--- src/rtl/alu_issue_ctrl.sv ---
// Sequences one instruction at a time through an external registered ALU and owns the 8x16 register file.
// Fetch is stalled (instr_ready low) from acceptance until writeback; no forwarding is needed as a result.
module alu_issue_ctrl #(
  parameter int ALU_LATENCY = 1,
  parameter int R0_ZERO     = 1
) (
  input  logic        clk,
  input  logic        reset,
  input  logic        instr_valid,
  output logic        instr_ready,
  input  logic [15:0] instr,
  output logic [2:0]  alu_mode,
  output logic [15:0] alu_in1,
  output logic [15:0] alu_in2,
  input  logic [15:0] alu_result,
  output logic        wb_valid,
  output logic [2:0]  wb_addr,
  output logic [15:0] wb_data,
  output logic        flag_zero,
  output logic        flag_neg,
  output logic        busy,
  input  logic [2:0]  dbg_addr,
  output logic [15:0] dbg_data
);

  typedef enum logic [1:0] {S_IDLE, S_ISSUE, S_WAIT} state_t;

  localparam logic [2:0] LP_LAT = 3'(ALU_LATENCY);

  state_t      r_state;
  logic [15:0] r_instr;
  logic [2:0]  r_cnt;
  logic [15:0] r_regs [8];

  logic [2:0]  w_op;
  logic [2:0]  w_rd;
  logic [2:0]  w_rs1;
  logic [2:0]  w_rs2;
  logic        w_imm_en;
  logic [2:0]  w_imm3;
  logic [15:0] w_rs1_val;
  logic [15:0] w_rs2_val;

  assign w_op     = r_instr[15:13];
  assign w_rd     = r_instr[12:10];
  assign w_rs1    = r_instr[9:7];
  assign w_rs2    = r_instr[6:4];
  assign w_imm_en = r_instr[3];
  assign w_imm3   = r_instr[2:0];

  // r0 is forced to read zero so its stored contents never matter
  assign w_rs1_val = (R0_ZERO != 0 && w_rs1 == 3'd0) ? 16'h0000 : r_regs[w_rs1];
  assign w_rs2_val = (R0_ZERO != 0 && w_rs2 == 3'd0) ? 16'h0000 : r_regs[w_rs2];
  assign dbg_data  = (R0_ZERO != 0 && dbg_addr == 3'd0) ? 16'h0000 : r_regs[dbg_addr];

  assign instr_ready = (r_state == S_IDLE);
  assign busy        = (r_state != S_IDLE);

  always_ff @(posedge clk) begin
    if (reset) begin
      r_state   <= S_IDLE;
      r_instr   <= 16'h0000;
      r_cnt     <= 3'd0;
      alu_mode  <= 3'd0;
      alu_in1   <= 16'h0000;
      alu_in2   <= 16'h0000;
      wb_valid  <= 1'b0;
      wb_addr   <= 3'd0;
      wb_data   <= 16'h0000;
      flag_zero <= 1'b1;
      flag_neg  <= 1'b0;
      for (int i = 0; i < 8; i++) begin
        r_regs[i] <= 16'h0000;
      end
    end else begin
      wb_valid <= 1'b0;
      case (r_state)
        S_IDLE: begin
          if (instr_valid) begin
            r_instr <= instr;
            r_state <= S_ISSUE;
          end
        end
        S_ISSUE: begin
          alu_mode <= w_op;
          alu_in1  <= w_rs1_val;
          alu_in2  <= w_imm_en ? {13'd0, w_imm3} : w_rs2_val;
          r_cnt    <= LP_LAT;
          r_state  <= S_WAIT;
        end
        S_WAIT: begin
          if (r_cnt == 3'd1) begin
            if (!(R0_ZERO != 0 && w_rd == 3'd0)) begin
              r_regs[w_rd] <= alu_result;
            end
            flag_zero <= (alu_result == 16'h0000);
            flag_neg  <= alu_result[15];
            wb_valid  <= 1'b1;
            wb_addr   <= w_rd;
            wb_data   <= alu_result;
            r_cnt     <= 3'd0;
            r_state   <= S_IDLE;
          end else begin
            r_cnt <= r_cnt - 3'd1;
          end
        end
        default: r_state <= S_IDLE;
      endcase
    end
  end

endmodule

--- config.mk ---
export PLATFORM = sky130hd
export DESIGN_NAME = alu_issue_ctrl
export DESIGN_NICKNAME = d
export VERILOG_FILES = /design/src/rtl/alu_issue_ctrl.sv
export SDC_FILE = /design/constraint.sdc
export NUM_CORES = 1
export LEC_CHECK = 0
export ABC_AREA = 1
export CORE_MARGIN = 10
export CORE_UTILIZATION = 25
export DETAILED_ROUTE_END_ITERATION = 10
export RECOVER_POWER = 50
export SLEW_MARGIN = 15
export SYNTH_ARGS = -nofsm -noshare
export SYNTH_HDL_FRONTEND = slang
export SYNTH_SLANG_ARGS = --single-unit
--- constraint.sdc ---
create_clock -name clk -period 4.1 [get_ports clk]
set_input_delay 0.41 -clock clk [delete_from_list [all_inputs] [get_ports clk]]
set_output_delay 0.41 -clock clk [all_outputs]
set_load 0.005 [all_outputs]
==> impl_metrics.env, run 1 <==
export IMPL_status="finished with violations"
export IMPL_violations="capacitance limit, slew limit"
export IMPL_finalSetupViolations=0
export IMPL_drtIter0Drc=872
export IMPL_fin_setup_tns_ns=0
export IMPL_r2r_end="r_regs[1][14]"
export IMPL_grt_first_pass_wirelength_mm=63.74
export IMPL_holdWs_ns=0.3393
export IMPL_power_leakage_nw=5.793
export IMPL_p_total_w=0.007154
export IMPL_final_common_cell="nand2_1"
export IMPL_post_dp_hpwl_mm=29.89
export IMPL_syn_instance_count=1488
export IMPL_clock_latency_ns=0.53
export IMPL_drcViolationCount=0
export IMPL_r2r_start="r_state[0]"
export IMPL_row_count=77
export IMPL_port_buffers=112
export IMPL_viasPerCell=4.777
export IMPL_ios=113
export IMPL_cp_end_kind="flip-flop"
export IMPL_fin_cells=2170
export IMPL_wl_per_cell_um=19.41
export IMPL_gp_congestion=0.9243
export IMPL_syn_mean_instance_area_um2=7.525
export IMPL_slew_headroom=-0.9458
export IMPL_crit_fanout=38
export IMPL_cts_buffers=25
export IMPL_required_ns=4.25
export IMPL_max_freq_mhz=290.7
export IMPL_fin_nets=1606
export IMPL_syn2layout_area_growth_pct=20.67
export IMPL_finalHoldViolCount=0
export IMPL_die_w_um=231.6
export IMPL_dr_pass1_iters=5
export IMPL_power_density_mw_per_mm2=529.5
export IMPL_finalCriticalPeriod_ns=3.440
export IMPL_critPathCapture="r_regs[1][14]"
export IMPL_grt_ovfl_total=0
export IMPL_grt_pass1_vias=9998
export IMPL_dp_cells=2126
export IMPL_num_antenna_cells=0
export IMPL_fin_skew_ns=0.01261
export IMPL_start_util=0.2532
export IMPL_die_height_um=231.6
export IMPL_post_route_period_util=0.8390
export IMPL_grt_max_degree=65
export IMPL_ys_ff_latch=211
export IMPL_cts_buffer_depth=3
export IMPL_hold_class="in2reg"
export IMPL_crit_arrival_ns=3.59
export IMPL_cts_tree="built"
export IMPL_antenna_found_initial=0
export IMPL_layout_common_cells="nand2_1, nand3_1, a21oi_1, inv_1, nor2_1"
export IMPL_min_from="reset"
export IMPL_via_count=10370
export IMPL_path_class="reg2reg"
export IMPL_synthDistinctLibCells=26
export IMPL_wirelength_mm=42.12
export IMPL_peakVddDrop_uv=252.8
export IMPL_start_kind="flip-flop"
export IMPL_numClockSinks=211
export IMPL_die_area_mm2=0.05365
export IMPL_cts_setup_buffers=0
export IMPL_seq_area_frac_synth=0.4917
export IMPL_maxCapViolations=1
export IMPL_startpoint="r_state[0]"
export IMPL_ctsResizeCount=0
export IMPL_worst_slew_pin_slew_ns=2.919
export IMPL_cts_hold_buf=0
export IMPL_drv_slew=49
export IMPL_drive_above_1_share=0.04626
export IMPL_synth_cell_area_mm2=0.01120
export IMPL_htreeDepth=1
export IMPL_ys_warn_count=0
export IMPL_fp_coreArea_mm2=0.04422
export IMPL_cts_root_buf="clkbuf_16"
export IMPL_path_clk_slew_ns=0.06
export IMPL_fillers=4680
export IMPL_ant_nets=0
export IMPL_reg2reg_depth=9
export IMPL_rsz0062_at_grt="no"
export IMPL_grt_usage=0.1527
export IMPL_r2r_slack_ns=0.66
==> critical path, cell delays in order (launching register included) <==
cell and delay [ns]:
dfxtp_1 0.33, inv_1 0.13, ha_1 0.22, inv_1 0.07
nor2_2 0.11, buf_4 0.32, nand2_1 0.22, nor2_8 0.17
nand3_1 0.59, nand2_1 0.89
==> registers in the layout, summed over array words and instances, names as in the netlist, 3 cells and up, named ones only <==
name and count:
wb_addr 3, r_regs 128, alu_mode 3, alu_in2 16, r_instr 16, wb_data 16, r_cnt 3, alu_in1 16
==> metal layers <==
layer	global-route usage	wire length [µm]	vias up
met1	0.2118	19130	4888
met5	0	0	-
met4	0.04656	1115	0
met3	0.02651	3157	59
li1	-	-	5005
met2	0.2377	18720	415
==> worst min-delay path by stage <==
stage | cells after the start | to
after global routing | 4 | wb_valid
after CTS | 4 | wb_valid
after floorplan | 2 | flip-flop
after detailed placement | 2 | alu_in2[5]
after global placement | 2 | alu_in1[2]
final | 4 | wb_valid
==> through the flow <==
| stage | setup slack [ns] | utilization | instance area, µm² |
|---|---|---|---|
| 3_5_place_dp | 0.8018 | 0.2889 | 12770 |
| 6_report | 0.6601 | 0.3055 | 13510 |
| 3_3_place_gp | 0.8227 | 0.2889 | 12770 |
| 5_1_grt | 0.3826 | 0.3055 | 13510 |
| 4_1_cts | 0.7938 | 0.3070 | 13580 |
| 2_1_floorplan | 2.057 | - | 11250 |
==> cells by family (layout without fill, tap and decap cells) <==
group / Yosys count / after routing / synth area share
fa+ha+maj: 7 / 7 / 0.007822
compound gates: 254 / 254 / 0.1144
simple gates: 742 / 742 / 0.2846
other cells: 1 / 16 / 0.0003349
buf+inv: 273 / 348 / 0.1011
flops: 211 / 211 / 0.4917
==> synthesized netlist by cell type, drive strengths merged <==
master | instances | share of area
inv | 157 | 0.053
o211a | 1 | 0.00089
a31o | 1 | 0.00078
a31oi | 1 | 0.00056
clkbuf | 52 | 0.017
nand4 | 3 | 0.0017
ha | 7 | 0.0078
edfxtp | 128 | 0.34
a21oi | 157 | 0.070
nor2 | 151 | 0.053
nand3 | 246 | 0.11
clkinv | 14 | 0.0047
conb | 1 | 0.00033
dfxtp | 83 | 0.15
nand2 | 340 | 0.12
nor3 | 2 | 0.00089
buf | 50 | 0.026
o21ai | 94 | 0.042
==> where the power goes <==
part	leakage, nW	total (W)	switching [W]	internal [W]
Sequential	1.99	0.00265	0.000146	0.00250
Clock	0.391	0.00221	0.000921	0.00129
Combinational	3.41	0.00230	0.00152	0.000775
Total	5.79	0.00715	0.00259	0.00456
==> area by class of cell <==
class                      count  area (µm²)  area share
clock buffer                  31       669.4     0.04954
clock inverter                13       133.9    0.009908
inverter                     171       641.9     0.04750
multi-input combinational   1019        4558      0.3373
sequential                   211        5508      0.4076
tap                          592       740.7     0.05482
timing repair buffer         133        1260     0.09325
Note: power is estimated with default switching activity, not from simulation.
==> inputs of run 2 (changes only) <==
clock period = 3.1 ns   (was 4.1 ns; I/O delays follow)
==> run 2 against run 1 <==
The run still ends with capacitance limit, slew limit left; largest power group unchanged; hold slack worse by 0.020 ns; clock-buffer cell count down 4; combinational power up 33%; critical path depth unchanged; routed wire length down 2.5%; die area unchanged; global-route usage down 0.38 points.
==> impl_metrics.env, run 2 (same netlist as run 1, synthesis figures left out) <==
export IMPL_rsz0062_at_grt="no"
export IMPL_cts_hold_buf=0
export IMPL_hold_depth=5
export IMPL_power_density_mw_per_mm2=689.5
export IMPL_grt_usage=0.1489
export IMPL_cts_buffers=26
export IMPL_crit_fanout=15
export IMPL_fp_coreArea_mm2=0.04422
export IMPL_cp_end_kind="output port"
export IMPL_cts_root_buf="clkbuf_16"
export IMPL_r2r_start="r_state[0]"
export IMPL_r2r_slack_ns=0.27
export IMPL_start_util=0.2532
export IMPL_row_count=77
export IMPL_grt_first_pass_wirelength_mm=62.37
export IMPL_cts_setup_buffers=0
export IMPL_via_count=10420
export IMPL_min_from="reset"
export IMPL_fin_skew_ns=0.01972
export IMPL_p_comb_frac=0.325
export IMPL_status="finished with violations"
export IMPL_worst_slack_ns=0.1216
export IMPL_die_w_um=231.6
export IMPL_maxCapViolations=1
export IMPL_p_switching_w=0.003428
export IMPL_grt_pass1_vias=9736
export IMPL_numClockSinks=211
export IMPL_dr_pass1_iters=6
export IMPL_wirelength_mm=41.06
export IMPL_largest_register="r_regs"
export IMPL_fillers=4651
export IMPL_viasPerCell=4.763
export IMPL_path_class="in2out"
export IMPL_clock_latency_ns=0.55
export IMPL_drive_above_1_share=0.05263
export IMPL_grt_ovfl_total=0
export IMPL_drcViolationCount=0
export IMPL_place_ws_ns=0.1347
export IMPL_htreeDepth=1
export IMPL_finalCriticalPeriod_ns=2.978
export IMPL_post_dp_hpwl_mm=30.11
export IMPL_syn2layout_area_growth_pct=22.05
export IMPL_fin_cells=2188
export IMPL_drv_slew=49
export IMPL_hold_class="in2reg"
export IMPL_die_height_um=231.6
export IMPL_path_clk_slew_ns=0.06
export IMPL_fin_nets=1624
export IMPL_ios=113
export IMPL_antenna_found_initial=0
export IMPL_ctsResizeCount=0
export IMPL_largest_register_ffs=128
export IMPL_internal_power_w=0.005995
export IMPL_peakVddDrop_uv=425.3
export IMPL_gp_congestion=0.9195
export IMPL_grt_max_degree=65
export IMPL_violations="capacitance limit, slew limit"
export IMPL_slew_headroom=-0.9519
export IMPL_die_area_mm2=0.05365
export IMPL_wl_per_cell_um=18.77
export IMPL_layout_common_cells="nand2_1, nand3_1, a21oi_1, inv_1, nor2_1"
export IMPL_p_seq_frac=0.371
export IMPL_power_leakage_nw=5.866
export IMPL_crit_arrival_ns=2.67
export IMPL_swShare=0.3637
export IMPL_worst_slew_pin_slew_ns=2.928
export IMPL_fin_setup_tns_ns=0
export IMPL_start_kind="input pin"
export IMPL_cts_buffer_depth=3
export IMPL_finalSetupViolations=0
export IMPL_required_ns=2.79
export IMPL_reg2reg_depth=8
export IMPL_final_common_cell="nand2_1"
export IMPL_max_freq_mhz=335.8
export IMPL_drtIter0Drc=1012
export IMPL_pwr_share_clk=0.304
export IMPL_r2r_end="r_regs[5][13]"
export IMPL_num_antenna_cells=0
export IMPL_cts_tree="built"
export IMPL_finalHoldViolCount=0
export IMPL_dp_cells=2143
export IMPL_post_route_period_util=0.9608
export IMPL_ant_nets=0
export IMPL_port_buffers=112
export IMPL_min_to="wb_addr[0]"
run 2: cell type report:
| cell class | count | area, µm² | share of cell area |
|---|---|---|---|
| Sequential cell | 211 | 5507 | 0.4029 |
| Multi-Input combinational cell | 1019 | 4591 | 0.3359 |
| Timing Repair Buffer | 150 | 1393 | 0.1019 |
| Tap cell | 592 | 740.7 | 0.05420 |
| Clock buffer | 27 | 654.4 | 0.04789 |
| Inverter | 171 | 641.9 | 0.04697 |
| Clock inverter | 18 | 138.9 | 0.01016 |
run 2: through the flow:
step                        util  power (W)  hold slack, ns  cell area, µm²
after detailed placement  0.2921   0.006686          0.4554           12910
after global placement    0.2921   0.006645          0.4562           12910
after floorplan                -   0.005449          0.4413           11250
final                     0.3090   0.009423          0.3193           13670
after global routing      0.3090   0.009999          0.3643           13670
after CTS                 0.3100   0.009584          0.1688           13710
run 2: worst max-delay path, stage by stage:
cell	delay, ns
clkdlybuf4s50_1	0.56
inv_1	0.27
buf_4	0.26
a21oi_1	0.11
o21ai_0	0.10
nand3_1	0.08
nand2_1	0.06
a21oi_1	0.33
clkdlybuf4s50_1	0.59
run 2: routing by layer:
metal | wire (µm) | part of all wire | GRT usage
met5 | 0 | 0 | 0
met4 | 1153 | 0.028 | 0.04901
met3 | 3014 | 0.073 | 0.02504
met2 | 17730 | 0.43 | 0.2217
met1 | 19160 | 0.47 | 0.2138
run 2: power by group through the flow:
| stage | clock [W] | combinational (W) | sequential, W |
|---|---|---|---|
| finish | 0.00286 | 0.00307 | 0.00350 |
| global route | 0.00304 | 0.00342 | 0.00354 |
| floorplan | 0 | 0.00195 | 0.00350 |
| global placement | 0 | 0.00310 | 0.00355 |
| detailed placement | 0 | 0.00313 | 0.00356 |
| CTS | 0.00294 | 0.00314 | 0.00350 |
run 2: how the worst max path moves through the flow:
stage,start,endpoint,slack (ns),depth (start not counted)
2_1_floorplan,r_state[0],r_regs[7][0],1.06,9
3_3_place_gp,dbg_addr[1],dbg_data[15],0.07,6
3_5_place_dp,dbg_addr[1],dbg_data[15],0.13,6
4_1_cts,dbg_addr[1],dbg_data[4],0.13,9
5_1_grt,dbg_addr[1],dbg_data[15],0.003,6
6_report,dbg_addr[1],dbg_data[4],0.12,9
==> inputs of run 3 (changes only) <==
CORE_MARGIN = 2   (was 10)
==> run 3 against run 2 <==
The run still ends with capacitance limit, slew limit left; fmax rose by 2.9%; combinational power decreased by 1%; utilization about the same; clock skew down 0.0012 ns; register-to-register slack better by 0.11 ns; final area up 0.11%; via count is 0.43% lower; global-route usage increased by 2.0 points; total power grew 0.49%; critical endpoint unchanged; highest routed layer unchanged.
==> impl_metrics.env, run 3 (same netlist as run 1, synthesis figures left out) <==
export IMPL_status="finished with violations"
export IMPL_violations="capacitance limit, slew limit"
export IMPL_post_dp_hpwl_mm=28.96
export IMPL_dr_pass1_iters=6
export IMPL_worstPathCellList="clkdlybuf4s50_1, inv_1, buf_4, a21oi_1, o21ai_0, nand3_1, nand2_1, a21oi_1, clkdlybuf4s50_1"
export IMPL_slowest_stage="clkdlybuf4s50_1"
export IMPL_reg2reg_depth=8
export IMPL_hold_depth=5
export IMPL_wl_per_cell_um=18.25
export IMPL_slowest_delay_ns=0.60
export IMPL_r2r_start="r_state[0]"
export IMPL_layout_common_cells="nand2_1, nand3_1, a21oi_1, inv_1, nor2_1"
export IMPL_path_class="in2out"
export IMPL_via_count=10380
export IMPL_grt_max_degree=65
export IMPL_fin_util=0.3094
export IMPL_crit_fanout=22
export IMPL_ant_nets=0
export IMPL_dp_cells=2143
export IMPL_grt_pass1_vias=9695
export IMPL_hold_class="in2reg"
export IMPL_grt_usage=0.1694
export IMPL_gp_congestion=0.9169
export IMPL_final_common_cell="nand2_1"
export IMPL_worst_slew_pin_slew_ns=2.836
export IMPL_rsz0062_at_grt="no"
export IMPL_r2r_slack_ns=0.38
export IMPL_clock_latency_ns=0.54
export IMPL_drive_above_1_share=0.05949
export IMPL_wirelength_mm=39.96
export IMPL_die_w_um=215.6
export IMPL_fin_nets=1623
export IMPL_cts_buffers=25
export IMPL_cts_buffer_depth=3
export IMPL_viasPerCell=4.741
export IMPL_power_density_mw_per_mm2=692.2
export IMPL_largest_register="r_regs"
export IMPL_htreeDepth=1
export IMPL_path_buf_inv=4
export IMPL_cts_hold_buf=0
export IMPL_finalSetupViolations=0
export IMPL_maxCapViolations=1
export IMPL_ios=113
export IMPL_num_antenna_cells=0
export IMPL_fin_setup_tns_ns=0
export IMPL_cts_setup_buffers=0
export IMPL_crit_arrival_ns=2.58
export IMPL_cp_end_kind="output port"
export IMPL_cts_tree="built"
export IMPL_fp_coreArea_mm2=0.04422
export IMPL_syn2layout_area_growth_pct=22.18
export IMPL_numClockSinks=211
export IMPL_min_from="reset"
export IMPL_start_util=0.2532
export IMPL_min_to="wb_addr[0]"
export IMPL_crit_cells=9
export IMPL_antenna_found_initial=0
export IMPL_drtIter0Drc=1398
export IMPL_cts_root_buf="clkbuf_16"
export IMPL_fin_cells=2189
export IMPL_die_height_um=215.6
export IMPL_post_route_period_util=0.9333
export IMPL_max_freq_mhz=345.6
export IMPL_start_kind="input pin"
export IMPL_power_leakage_nw=5.888
export IMPL_r2r_end="r_regs[3][12]"
export IMPL_grt_first_pass_wirelength_mm=61.07
export IMPL_critPathTopFamily="buffers and inverters"
export IMPL_port_buffers=112
export IMPL_die_area_mm2=0.04650
export IMPL_peakVddDrop_uv=394.4
export IMPL_fin_skew_ns=0.01847
export IMPL_required_ns=2.79
export IMPL_largest_register_ffs=128
export IMPL_path_clk_slew_ns=0.06
export IMPL_fillers=4661
export IMPL_ctsResizeCount=0
export IMPL_grt_ovfl_total=0
export IMPL_finalInstanceArea_mm2=0.01368
export IMPL_finalHoldViolCount=0
export IMPL_drv_slew=49
export IMPL_place_area_mm2=0.01290
export IMPL_row_count=77
export IMPL_slew_headroom=-0.8907
export IMPL_finalCriticalPeriod_ns=2.893
export IMPL_drcViolationCount=0
run 3: cell count changes in the layout (fill, tap and decap cells not counted), sizes merged:
cell | previous run | this run
buf | 35 | 36
clkinv | 27 | 23
inv | 159 | 164
clkbuf | 32 | 31
run 3: final cells by class:
class,count,area (µm²),area share
inverters,171,641.9,0.04692
clock buffers,27,664.4,0.04856
repair buffers,150,1385,0.1012
clock inverters,19,147.6,0.01079
flip-flops and latches,211,5508,0.4026
multi-input cells,1019,4593,0.3357
well taps,592,740.7,0.05414
run 3: worst register-to-register path: stages, from the launching register on:
cell,delay [ns]
dfxtp_1,0.33
inv_1,0.12
ha_1,0.22
inv_1,0.08
nor2_2,0.12
nand2_1,0.14
nor2_8,0.14
nand2_1,0.40
nand2_1,0.77
run 3: worst max-delay path by stage:
stage,startpoint,end,slack [ns]
after detailed placement,dbg_addr[1],dbg_data[4],0.27
after global routing,r_state[0],r_regs[3][12],0.08
after CTS,dbg_addr[1],dbg_data[4],0.25
after global placement,dbg_addr[1],dbg_data[5],0.18
final,dbg_addr[1],dbg_data[4],0.21
after floorplan,r_state[0],r_regs[7][0],1.06
run 3: stage by stage:
stage | power, W | hold WS (ns) | worst slack, ns
after floorplan | 0.005449 | 0.4413 | 1.057
after global placement | 0.006621 | 0.4533 | 0.1825
after detailed placement | 0.006668 | 0.4546 | 0.2677
after CTS | 0.009628 | 0.1970 | 0.2521
after global routing | 0.01007 | 0.3566 | 0.07519
final | 0.009470 | 0.3344 | 0.2067
run 3: metal layers:
metal	vias to the layer above	part of all wire	global-route usage
met1	4874	0.47	0.2538
met4	0	0.023	0.04621
met3	47	0.078	0.02452
met5	-	0	0
li1	5043	-	-
met2	413	0.43	0.2520
run 3: power by group:
group	leakage [nW]	switching (W)	internal, W
clock	0.407	0.00127	0.00166
combinational	3.49	0.00197	0.00106
sequential	1.99	0.000205	0.00331
total	5.89	0.00344	0.00603
